File: config.mk
export PLATFORM = sky130hd
export DESIGN_NAME = half_adder
export DESIGN_NICKNAME = d
export VERILOG_FILES = /design/src/rtl/half_adder.sv
export SDC_FILE = /design/constraint.sdc
export NUM_CORES = 1
export LEC_CHECK = 0
export ABC_CLOCK_PERIOD_IN_PS = 2800
export CAP_MARGIN = 40
export CORE_MARGIN = 4
export CORE_UTILIZATION = 42
export CTS_CLUSTER_SIZE = 16
export DETAILED_ROUTE_END_ITERATION = 6
export GPL_TIMING_DRIVEN = 0
export PLACE_DENSITY = 0.78
export SLEW_MARGIN = 40
export SYNTH_ARGS = -nofsm -noshare
export SYNTH_HDL_FRONTEND = slang
export SYNTH_SLANG_ARGS = --single-unit
File: constraint.sdc
create_clock -name clk -period 2.8 [get_ports clk]
set_input_delay 0.42 -clock clk [delete_from_list [all_inputs] [get_ports clk]]
set_output_delay 0.42 -clock clk [all_outputs]
set_load 0.02 [all_outputs]
File: src/rtl/half_adder.sv
// Bit-parallel half adder with optional output register stage and a saturating
// counter of accepted operations that produced any carry.
module half_adder #(
  parameter int unsigned WIDTH      = 1,
  parameter bit          REGISTERED = 1'b1,
  parameter int unsigned CNT_W      = 16
) (
  input  logic             clk,
  input  logic             rst_n,
  input  logic             in_valid,
  input  logic [WIDTH-1:0] a,
  input  logic [WIDTH-1:0] b,
  input  logic             cnt_clr,
  output logic [WIDTH-1:0] sum,
  output logic [WIDTH-1:0] carry,
  output logic             out_valid,
  output logic [CNT_W-1:0] carry_cnt
);

  localparam logic [CNT_W-1:0] CntMax = '1;
  localparam logic [CNT_W-1:0] CntOne = CNT_W'(1);

  logic [WIDTH-1:0] sum_c;
  logic [WIDTH-1:0] carry_c;

  assign sum_c   = a ^ b;
  assign carry_c = a & b;

  generate
    if (REGISTERED) begin : g_reg
      logic [WIDTH-1:0] sum_q;
      logic [WIDTH-1:0] carry_q;
      logic             valid_q;

      // Operands only load when qualified, so idle-cycle garbage never lands here.
      always_ff @(posedge clk or negedge rst_n) begin
        if (!rst_n) begin
          sum_q   <= '0;
          carry_q <= '0;
          valid_q <= 1'b0;
        end else begin
          valid_q <= in_valid;
          if (in_valid) begin
            sum_q   <= sum_c;
            carry_q <= carry_c;
          end
        end
      end

      assign sum       = sum_q;
      assign carry     = carry_q;
      assign out_valid = valid_q;
    end else begin : g_comb
      assign sum       = sum_c;
      assign carry     = carry_c;
      assign out_valid = in_valid;
    end
  endgenerate

  logic [CNT_W-1:0] cnt_q;
  logic [CNT_W-1:0] cnt_d;
  logic             carry_evt;

  assign carry_evt = in_valid & (|carry_c);

  // Clear wins over a same-cycle increment; the count sticks at its maximum.
  always_comb begin
    cnt_d = cnt_q;
    if (cnt_clr) begin
      cnt_d = '0;
    end else if (carry_evt && (cnt_q != CntMax)) begin
      cnt_d = cnt_q + CntOne;
    end
  end

  always_ff @(posedge clk or negedge rst_n) begin
    if (!rst_n) begin
      cnt_q <= '0;
    end else begin
      cnt_q <= cnt_d;
    end
  end

  assign carry_cnt = cnt_q;

endmodule

**Word level (Yosys, flattened, before mapping)**

Index checks and enable logic that the tools add are counted.

- Register bits: 19
- Output and inout bits: 19

- Add/sub/neg operators: 1
- Equality and inequality tests: 1
- Multiplexer cells: 2
- Bitwise logic cells: 3
- Reductions and logical operators: 2

Operators by type and width:

| operator | count |
|---|---|
| two-way mux 16 bit | 2 |
| adder 16 x 1 -> 16 bit, second input constant | 1 |
| inequality test 16 bit, second input constant | 1 |
| AND 1 bit | 2 |
| nonzero test 2 bit | 1 |
| logical AND 1 bit | 1 |
| XOR 1 bit | 1 |

**Longest topological paths before layout**

Gate-level depths: netlist of run 1.

- Depth after elaboration: 5
- Depth in mapped cells: 6

**Worst setup path before layout of run 1**

No wires, ideal clock.

- Kind: reg-to-reg
- Start point: reg cnt_q[3], in the netlist carry_cnt[3]
- End point: reg cnt_q[15], in the netlist carry_cnt[15]
- Arrival: 1.804 ns
- Path slack: 0.918 ns
- Stages on the path, launching flop included: 5
- Cell sequence: dfrtp_1 > nand4_4 > or4_4 > or4_1 > a21oi_1

- Longest elaborated chain between the ends: 3

RTL lines:

| what | line | source |
|---|---|---|
| start, declared | 60 | `logic [CNT_W-1:0] cnt_q;` |
| start signal, assigned | 80 | `cnt_q <= cnt_d;` |
| adder 16 x 1 -> 16 bit / inequality test 16 bit (equally long branches) | 72, 71 |  |
| two-way mux 16 bit / logical AND 1 bit (equally long branches) | 71 | `end else if (carry_evt && (cnt_q != CntMax)) begin` |
| two-way mux 16 bit / nonzero test 2 bit (equally long branches) | - |  |

Parallel ways exist; a longest one is shown, timed or not. The select of a mux whose other input is x is not followed.
A chain may end at the register's enable or synchronous reset.

**Worst setup path after layout of run 1**

- Start point: in a
- End point: reg cnt_q[5], in the netlist carry_cnt[5]

- Longest elaborated chain between the ends: 4

RTL lines:

| what | line | source |
|---|---|---|
| start, declared | 11 | `input logic [WIDTH-1:0] a,` |
| AND 1 bit | 27 | `assign carry_c = a & b;` |
| named net carry_c | 24 | `logic [WIDTH-1:0] carry_c;` |
| AND 1 bit | 64 | `assign carry_evt = in_valid & (\|carry_c);` |
| logical AND 1 bit | 71 |  |
| nonzero test 2 bit (no source line) | - |  |

The timed path passes the listed nets, and every way through them passes these cells.

==> run metrics, run 1 <==
Register-to-Register Path Depth 5; Pleak 0.5111 nW; Slew headroom 49.02%; area of the core 2297 µm²; first-pass GRT wire length between 4000 and 5000 µm; Hold Worst Slack 33.59 ps; Post-DP HPWL 1914 µm; maxcap violations 0; NumNets Final between 100 and 150; Tot Pwr between 0.4 and 0.5 mW; total routed wirelength between 2000 and 3000 µm; Post-Syn Instances approximately 110; CTS root buf clkbuf_4; Final period util 76.98%; pre-CTS WS about 340 ps; critical path fanouts, max 10; TritonRoute pass-1 iters 4; maximum buffer depth of the clock tree 2; crit path kind in2reg; starting density of the core ~46%; Main synth FF type dfrtp_1; setup slack on the worst flop-to-flop path around 860 ps; layout cells sized above 1 9.630%; CTS Sinks 19; Worst R2R Start carry_cnt[8]; PostCTS Resize Cnt 0; Slew Limit Fails 0; TritonCTS clock tree done; ANT nets after route 0; WL/cell 16.38 µm; initial antenna violation count 0; pwr dens 348.6 nW/µm²; Setup TNS 0 ps; Synth Cell Area around 1100 µm²; Final setup viols 0; commonest non-fill, non-tap cells in the layout 22 x clkdlybuf4s50_1, 19 x dfrtp_1, 14 x a21oi_1; DRT iter0 DRCs 38; Post-Synth XOR/XNOR Area 0%; Vias/cell ~6; Row Count 17; CTS Hold Bufs 0; Die Area roughly 3400 µm²; simple-gate share of the synthesized area between 30% and 40%; die height 58.17 µm; CP startpoint kind input pin; number of global-route vias before repair just under 1000; Post-Synth Adder-Cell Area under 10%; class of the worst hold path in2async; DRC 0; Yosys top cell area share ~45%; largest area contributor in the netlist dfrtp_1; area grow syn2layout 27.22%; later-pin clock latency in the skew report just over 300 ps; post-CTS setup buffer count 0; fmax 463.9 MHz; Critical Path Sink Type register; Vias 998; mux cell area share after synthesis 3.077%; Post-synth EDFFs 0; synth unique cells 33; total track usage between 10% and 20%; sequential fraction of the synthesis area roughly 45%; Critical Path AT between 2000 and 2500 ps; ys async rst share 100.0%; hold violation total from the final report 0; Tmin final approximately 2200 ps; largest family of logic cells by synthesized area simple AND/OR/NAND/NOR gates; post-synthesis average cell area roughly 10 µm²; Slew @ Worst Pin ~760 ps; worst vdd rail ir drop approximately 0.00029 V; H-tree depth 1; Setup WS post-layout roughly 640 ps; Fillers about 210; compound-cell area share of the yosys netlist between 15 and 20%; register bit total from synthesis 19; most common cell after layout, fill and taps aside clkdlybuf4s50_1; Reg clk slew, reported paths around 120 ps; status completed; Critical Path RT 3020 ps; largest net degree at the start of global routing 20; clock skew around 11 ps; Inserted Diodes 0; synth top area cells dfrtp_1 45%, a21oi_1 6.6%, o31ai_1 5.7%; syn nets approximately 120; reg-to-reg critical path endpoint carry_cnt[5]; I/O Buffers 23; CTS buffer count 3; GR Overflow Total 0; Final Wtd Congestion 0.8322; Die X between 50 and 60 µm; RSZ-0062 raised after global routing no; Ports 25; Yosys warning total 0
## state kept, by name, summed over array words and instances (netlist names)
signal,flops
sum,1
carry_cnt,16
out_valid,1
carry,1
## worst max-delay path by stage
| stage | startpoint | to | slack [ps] | cells past startpoint |
|---|---|---|---|---|
| after floorplan | carry_cnt[3] | carry_cnt[15] | 920 | 4 |
| after global placement | a | carry_cnt[3] | 430 | 7 |
| after detailed placement | a | carry_cnt[5] | 340 | 7 |
| after CTS | a | carry_cnt[5] | 660 | 7 |
| after global routing | a | carry_cnt[5] | 480 | 7 |
| final | a | carry_cnt[5] | 640 | 7 |
## cells in the mapped netlist (2+ instances only)
cell and instances:
a21oi_1 14, or4_1 8, or3_1 4, nand2_1 7, nand3_1 4, o31ai_1 8
nor4_1 3, inv_1 4, dfrtp_1 19, ha_1 2, clkbuf_1 2, nor2_1 3
nor2b_1 2, nand4_1 4, o21ai_0 6
## worst max-delay path, stage by stage
cell	delay [ps]
clkdlybuf4s50_1	460
ha_1	190
and2_1	150
nand4_1	240
clkbuf_1	290
or4_1	440
a21oi_1	180
## power by group
| group | switching (mW) | leakage (nW) | internal [mW] |
|---|---|---|---|
| registers | 0.00300 | 0.260 | 0.279 |
| logic | 0.0236 | 0.234 | 0.0174 |
| clock network | 0.0924 | 0.0177 | 0.0533 |
## kinds of logic (layout without fill, tap and decap cells)
logic type,count (synthesis),after routing
AO/OA/AOI/OAI,29,29
AND/OR/NAND/NOR,47,47
adder cells (fa/ha/maj),2,2
buffers and inverters,8,35
multiplexers,3,3
flip-flops,19,19
## metal layers
layer,vias up,wire length (µm),GRT usage (%)
met5,-,0,0
met4,0,36,6.954
met3,4,188,3.341
met2,42,1182,26.13
met1,480,1262,23.72
li1,472,-,-
## layout make-up
cell class                      instances  area (µm²)  area share, %
Timing Repair Buffer                   23       225.2          16.74
Multi-Input combinational cell         81       550.5          40.93
Tap cell                               28       35.03          2.605
Clock buffer                            3       22.52          1.674
Inverter                                4       15.01          1.116
Clock inverter                          1       5.005         0.3721
Buffer                                  4       16.27          1.209
Sequential cell                        19       475.5          35.35
## through the flow
stage                     cells  cell area (µm²)  util [%]
after floorplan             108             1057         -
after global placement      159             1323     57.57
after detailed placement    159             1318     57.35
after CTS                   163             1345     58.55
after global routing        163             1345     58.55
final                       163             1345     58.55
No activity file was read; power rests on OpenSTA's default activity.
==> inputs of run 2 (changes only) <==
--- a/config.mk
+++ b/config.mk
@@ -5,7 +5,7 @@
 export SDC_FILE = /design/constraint.sdc
 export NUM_CORES = 1
 export LEC_CHECK = 0
-export ABC_CLOCK_PERIOD_IN_PS = 2800
+export ABC_CLOCK_PERIOD_IN_PS = 2210
 export CAP_MARGIN = 40
 export CORE_MARGIN = 4
 export CORE_UTILIZATION = 42
==> constraint.sdc (replaced) <==
create_clock -name clk -period 2.21 [get_ports clk]
set_input_delay 0.3315 -clock clk [delete_from_list [all_inputs] [get_ports clk]]
set_output_delay 0.3315 -clock clk [all_outputs]
set_load 0.02 [all_outputs]
==> run 2 against run 1 <==
Effect of this change: via count decreased by 0.10%; clock power is 27% higher; power is 27% higher; global-route usage unchanged; clock skew is essentially flat; first-iteration DRC count down 26%; setup slack got worse by 460 ps; highest routed layer unchanged.
==> run metrics, run 2 (synthesis results as in run 1) <==
I/O Buffers 23 (unchanged); Final Wtd Congestion 0.8322 (unchanged); Placed Instance Area 1318 µm² (unchanged); Final setup viols 0 (unchanged); CP Buf/Inv Count 2 (unchanged); later-pin clock latency in the skew report 310 ps (about the same); Vias 997 (-0.10%); total routed wirelength 2647 µm (-0.86%); Die X 58.17 µm (unchanged); Slew Limit Fails 0 (unchanged); maximum buffer depth of the clock tree 2 (unchanged); most common cell after layout, fill and taps aside clkdlybuf4s50_1; hold violation total from the final report 0 (unchanged); CTS Sinks 19 (unchanged); commonest non-fill, non-tap cells in the layout 22 x clkdlybuf4s50_1, 19 x dfrtp_1, 14 x a21oi_1; Ports 25 (unchanged); crit path cell chain clkdlybuf4s50_1, ha_1, and2_1, nand4_1, clkbuf_2, or4_1, a21oi_1; Critical Path AT 2250 ps (-130 ps); crit path kind in2reg; fmax about 500 MHz; Row Count 17 (unchanged); status completed; Worst path max stage delay 460 ps (about the same); Post-DP HPWL 1914 µm (unchanged); Slew @ Worst Pin 759.6 ps (+1.886 ps); layout cells sized above 1 10.29% (+0.66 points); number of global-route vias before repair 975 (unchanged); Slew headroom 48.89% (-0.13 points); Design Area, Final 1356 µm² (+0.84%); Critical Path RT 2430 ps (-590 ps); TritonCTS clock tree done; GR Overflow Total 0 (unchanged); area grow syn2layout 28.28%; ANT nets after route 0 (unchanged); largest net degree at the start of global routing 20 (unchanged); Final period util a little over 90%; die height 58.17 µm (unchanged); Setup TNS 0 ps (unchanged); Hold Worst Slack 403.0 ps (+369.4 ps); Top delay family on crit path simple AND/OR/NAND/NOR gates; CP max stage cell clkdlybuf4s50_1; maxcap violations 0 (unchanged); RSZ-0062 raised after global routing no; worst vdd rail ir drop 0.0003736 V (+27%); DRT iter0 DRCs 28 (-26%); Tmin final between 2000 and 2500 ps; pwr dens 439.4 nW/µm² (+26%); NumNets Final 145 (+0.69%); Inserted Diodes 0 (unchanged); Pleak 0.5177 nW (+1.3%); CTS buffer count 3 (unchanged); Reg clk slew, reported paths 120 ps (about the same); first-pass GRT wire length 4512 µm (unchanged); register area 475.5 µm² (unchanged); critical path fanouts, max 10 (unchanged); Largest register FFs 16 (unchanged); H-tree depth 1 (unchanged); area of the multi-input gates 550.5 µm² (unchanged); DRC 0 (unchanged); initial antenna violation count 0 (unchanged); class of the worst hold path in2reg; WL/cell 16.14 µm (-1.5%); Die Area 3384 µm² (unchanged); Fillers 213 (unchanged); Critical Path Sink Type register; CTS root buf clkbuf_4; clock skew 10.95 ps (+0.2942 ps); starting density of the core 46.02% (unchanged); Vias/cell 6.079 (-0.71%); TritonRoute pass-1 iters 4 (unchanged); total track usage 17.14% (unchanged); CP startpoint kind input pin; area of the core 2297 µm² (unchanged)
run 2: area by class of cell:
type / count / share of cell area (%)
buffer: 4 / 1.292
clock buffer: 3 / 1.661
clock inverter: 1 / 0.3690
inverter: 4 / 1.107
multi-input combinational: 81 / 40.59
sequential: 19 / 35.06
tap: 28 / 2.583
timing repair buffer: 24 / 17.34
run 2: metal layers:
metal | part of all wire (%) | up-vias | wire (µm) | track usage (%)
met3 | 7.3 | 4 | 192 | 3.341
met2 | 44 | 40 | 1160 | 26.13
li1 | - | 478 | - | -
met1 | 48 | 475 | 1258 | 23.72
met5 | 0 | - | 0 | 0
met4 | 1.4 | 0 | 36 | 6.954
run 2: final timing paths:
| kind | from | endpoint | slack [ps] | cells past startpoint |
|---|---|---|---|---|
| min in group asynchronous | rst_n | carry_cnt[1] | 490 | 2 |
| setup reg to reg | carry_cnt[0] | carry_cnt[5] | 280 | 6 |
| hold / removal | cnt_clr | carry_cnt[3] | 400 | 2 |
| setup / recovery | a | carry_cnt[5] | 180 | 7 |
| max in group asynchronous | rst_n | carry_cnt[0] | 1420 | 2 |
| hold reg to reg | sum | sum | 530 | 1 |
run 2: worst reg2reg max path: stages, from the launching register on:
cell and delay, ps:
dfrtp_1 430, ha_1 230, nand3_1 160, nor4_4 470
buf_2 300, o31ai_1 100, a21oi_1 160
run 2: where the power goes:
part / internal, mW / leakage, nW / switching [mW] / total, mW
Clock: 0.0675 / 0.0177 / 0.118 / 0.185
Sequential: 0.354 / 0.260 / 0.00379 / 0.357
Combinational: 0.0232 / 0.240 / 0.0300 / 0.0532
run 2: stage by stage:
step	power [mW]	util, %	worst slack [ps]	std cells
5_1_grt	0.6211	59.04	33.91	164
3_5_place_dp	0.4166	57.35	-160.3	159
6_report	0.5960	59.04	179.6	164
4_1_cts	0.6012	58.99	157.5	164
3_3_place_gp	0.4165	57.57	-75.69	159
2_1_floorplan	0.3849	-	328.3	108
run 2: what timing repair did:
action,CTS,global route
hold buffers,1,0
resized for setup,0,2
endpoints found under the hold margin,19,0
endpoints found under the setup margin,0,1
buffers inserted,0,0
==> inputs of run 3 (changes only) <==
--- a/config.mk
+++ b/config.mk
@@ -13,7 +13,8 @@
 export DETAILED_ROUTE_END_ITERATION = 6
 export GPL_TIMING_DRIVEN = 0
 export PLACE_DENSITY = 0.78
-export SLEW_MARGIN = 40
+export REMOVE_ABC_BUFFERS = 1
+export SLEW_MARGIN = 0
 export SYNTH_ARGS = -nofsm -noshare
 export SYNTH_HDL_FRONTEND = slang
 export SYNTH_SLANG_ARGS = --single-unit
==> run 3 against run 2 <==
Effect of this change: cell area up 2.6%; utilization up 1.5 points; clock power down 4%; worst hold slack worse by 56 ps; setup slack better by 91 ps; power down 0.93%; non-clock buffer count up 2; sequential cell count unchanged; largest power group unchanged; highest routed layer unchanged.
==> run metrics, run 3 (synthesis results as in run 1) <==
RSZ-0062 raised after global routing no; crit path cell chain nand4_4, nor4_1, o21ai_0, a21oi_1; pre-CTS WS -247.7 ps (-87.39 ps); placed insts 157 (-1.3%); Final setup viols 0 (unchanged); pwr dens 424.4 nW/µm² (-3.4%); fmax 515.6 MHz (+4.7%); CTS Sinks 19 (unchanged); Reg clk slew, reported paths 110 ps (about the same); most common cell after layout, fill and taps aside clkdlybuf4s50_1; maxcap violations 0 (unchanged); commonest non-fill, non-tap cells in the layout 24 x clkdlybuf4s50_1, 19 x dfrtp_1, 14 x a21oi_1; Die Area 3384 µm² (unchanged); initial antenna violation count 0 (unchanged); Slew Limit Fails 0 (unchanged); Critical Path AT 2150 ps (-100 ps); Critical Path Sink Type register; starting density of the core 46.02% (unchanged); crit path kind reg2reg; GR Overflow Total 0 (unchanged); critical path fanouts, max 9 (-1); die height 58.17 µm (unchanged); layout cells sized above 1 11.59% (+1.3 points); final instance count without filler cells 166 (+1.2%); TritonCTS clock tree done; Critical Path RT 2430 ps (about the same); Pleak 0.5338 nW (+3.1%); Setup WS post-layout 270.6 ps (+91.03 ps); Die X 58.17 µm (unchanged); Ports 25 (unchanged); largest net degree at the start of global routing 20 (unchanged); CP max stage cell nor4_1; Final period util 87.75% (-4.1 points); CP Buf/Inv Count 0 (-2); Row Count 17 (unchanged); ANT nets after route 0 (unchanged); Final Wtd Congestion 0.7986 (-4.0%); hold violation total from the final report 0 (unchanged); H-tree depth 1 (unchanged); Slew @ Worst Pin 788.9 ps (+29.27 ps); total routed wirelength 2528 µm (-4.5%); status completed; Tmin final 1939 ps (-91.03 ps); TritonRoute pass-1 iters 4 (unchanged); total track usage 15.33% (-1.8 points); worst vdd rail ir drop 0.0003867 V (+3.5%); maximum buffer depth of the clock tree 2 (unchanged); DRC 0 (unchanged); Largest register FFs 16 (unchanged); PostCTS Resize Cnt 0 (unchanged); class of the worst hold path in2async; first-pass GRT wire length 3988 µm (-12%); area grow syn2layout 31.60%; clock skew 6.340 ps (-4.613 ps); Top delay family on crit path simple AND/OR/NAND/NOR gates; later-pin clock latency in the skew report 300 ps (about the same); Slew headroom 46.92% (-2.0 points); NumNets Final 147 (+1.4%); Worst path max stage delay 730 ps (+270 ps); WL/cell 15.23 µm (-5.6%); Inserted Diodes 0 (unchanged); Post-DP HPWL 1795 µm (-6.2%); CTS root buf clkbuf_4; Vias/cell 5.910 (-2.8%); area of the core 2297 µm² (unchanged); number of global-route vias before repair 910 (-6.7%); CTS buffer count 3 (unchanged); Vias 981 (-1.6%); CP startpoint kind register; I/O Buffers 24 (+4.3%); DRT iter0 DRCs 27 (-3.6%)
==> run 3: cell count changes in the layout (fill, tap and decap cells not counted), sizes merged <==
| cell | before | now |
|---|---|---|
| dlygate4sd3 | 1 | 0 |
| clkdlybuf4s50 | 22 | 24 |
| clkbuf | 5 | 4 |
| clkinv | 1 | 0 |
| buf | 3 | 6 |
==> run 3: routing by layer <==
layer,track usage (%),vias to the layer above,wire length (µm)
li1,-,481,-
met1,19.03,470,1164
met2,24.35,28,1186
met3,5.568,2,163
met4,5.629,0,13
met5,0,-,0
==> run 3: cell type report <==
| type | count | area (µm²) |
|---|---|---|
| Inverter | 4 | 15.01 |
| Clock buffer | 4 | 26.28 |
| Fill cell | 210 | 905.9 |
| Multi-Input combinational cell | 81 | 550.5 |
| Sequential cell | 19 | 475.5 |
| Timing Repair Buffer | 30 | 289.0 |
| Tap cell | 28 | 35.03 |
==> run 3: repair_timing <==
item,4_1_cts,5_1_grt
hold buffers,0,0
buffers inserted,0,5
setup endpoints to repair,0,7
==> run 3: worst paths after layout <==
kind,cells after the start,slack [ps],from,to
max in group asynchronous,2,1410,rst_n,out_valid
setup / recovery,4,270,carry_cnt[3],carry_cnt[6]
min in group clk,1,540,sum,sum
setup reg to reg,4,270,carry_cnt[3],carry_cnt[6]
hold reg to reg,1,540,sum,sum
hold / removal,1,350,rst_n,carry_cnt[9]
==> run 3: where the power goes <==
group	internal, mW	switching (mW)	leakage (nW)
Sequential	0.354	0.00401	0.260
Combinational	0.0256	0.0299	0.259
Clock	0.0703	0.107	0.0150
==> run 3: through the flow <==
stage               TNS, ps  hold WS, ps  instance area (µm²)  total power [mW]  utilization, %
floorplan                 0        35.91                 1041            0.3810               -
global placement      -1054        493.3                 1316            0.4163           57.30
detailed placement    -1511        524.5                 1328            0.4210           57.79
CTS                       0        357.3                 1354            0.6008           58.93
global route              0        358.1                 1391            0.6237           60.57
finish                    0        346.7                 1391            0.5904           60.57
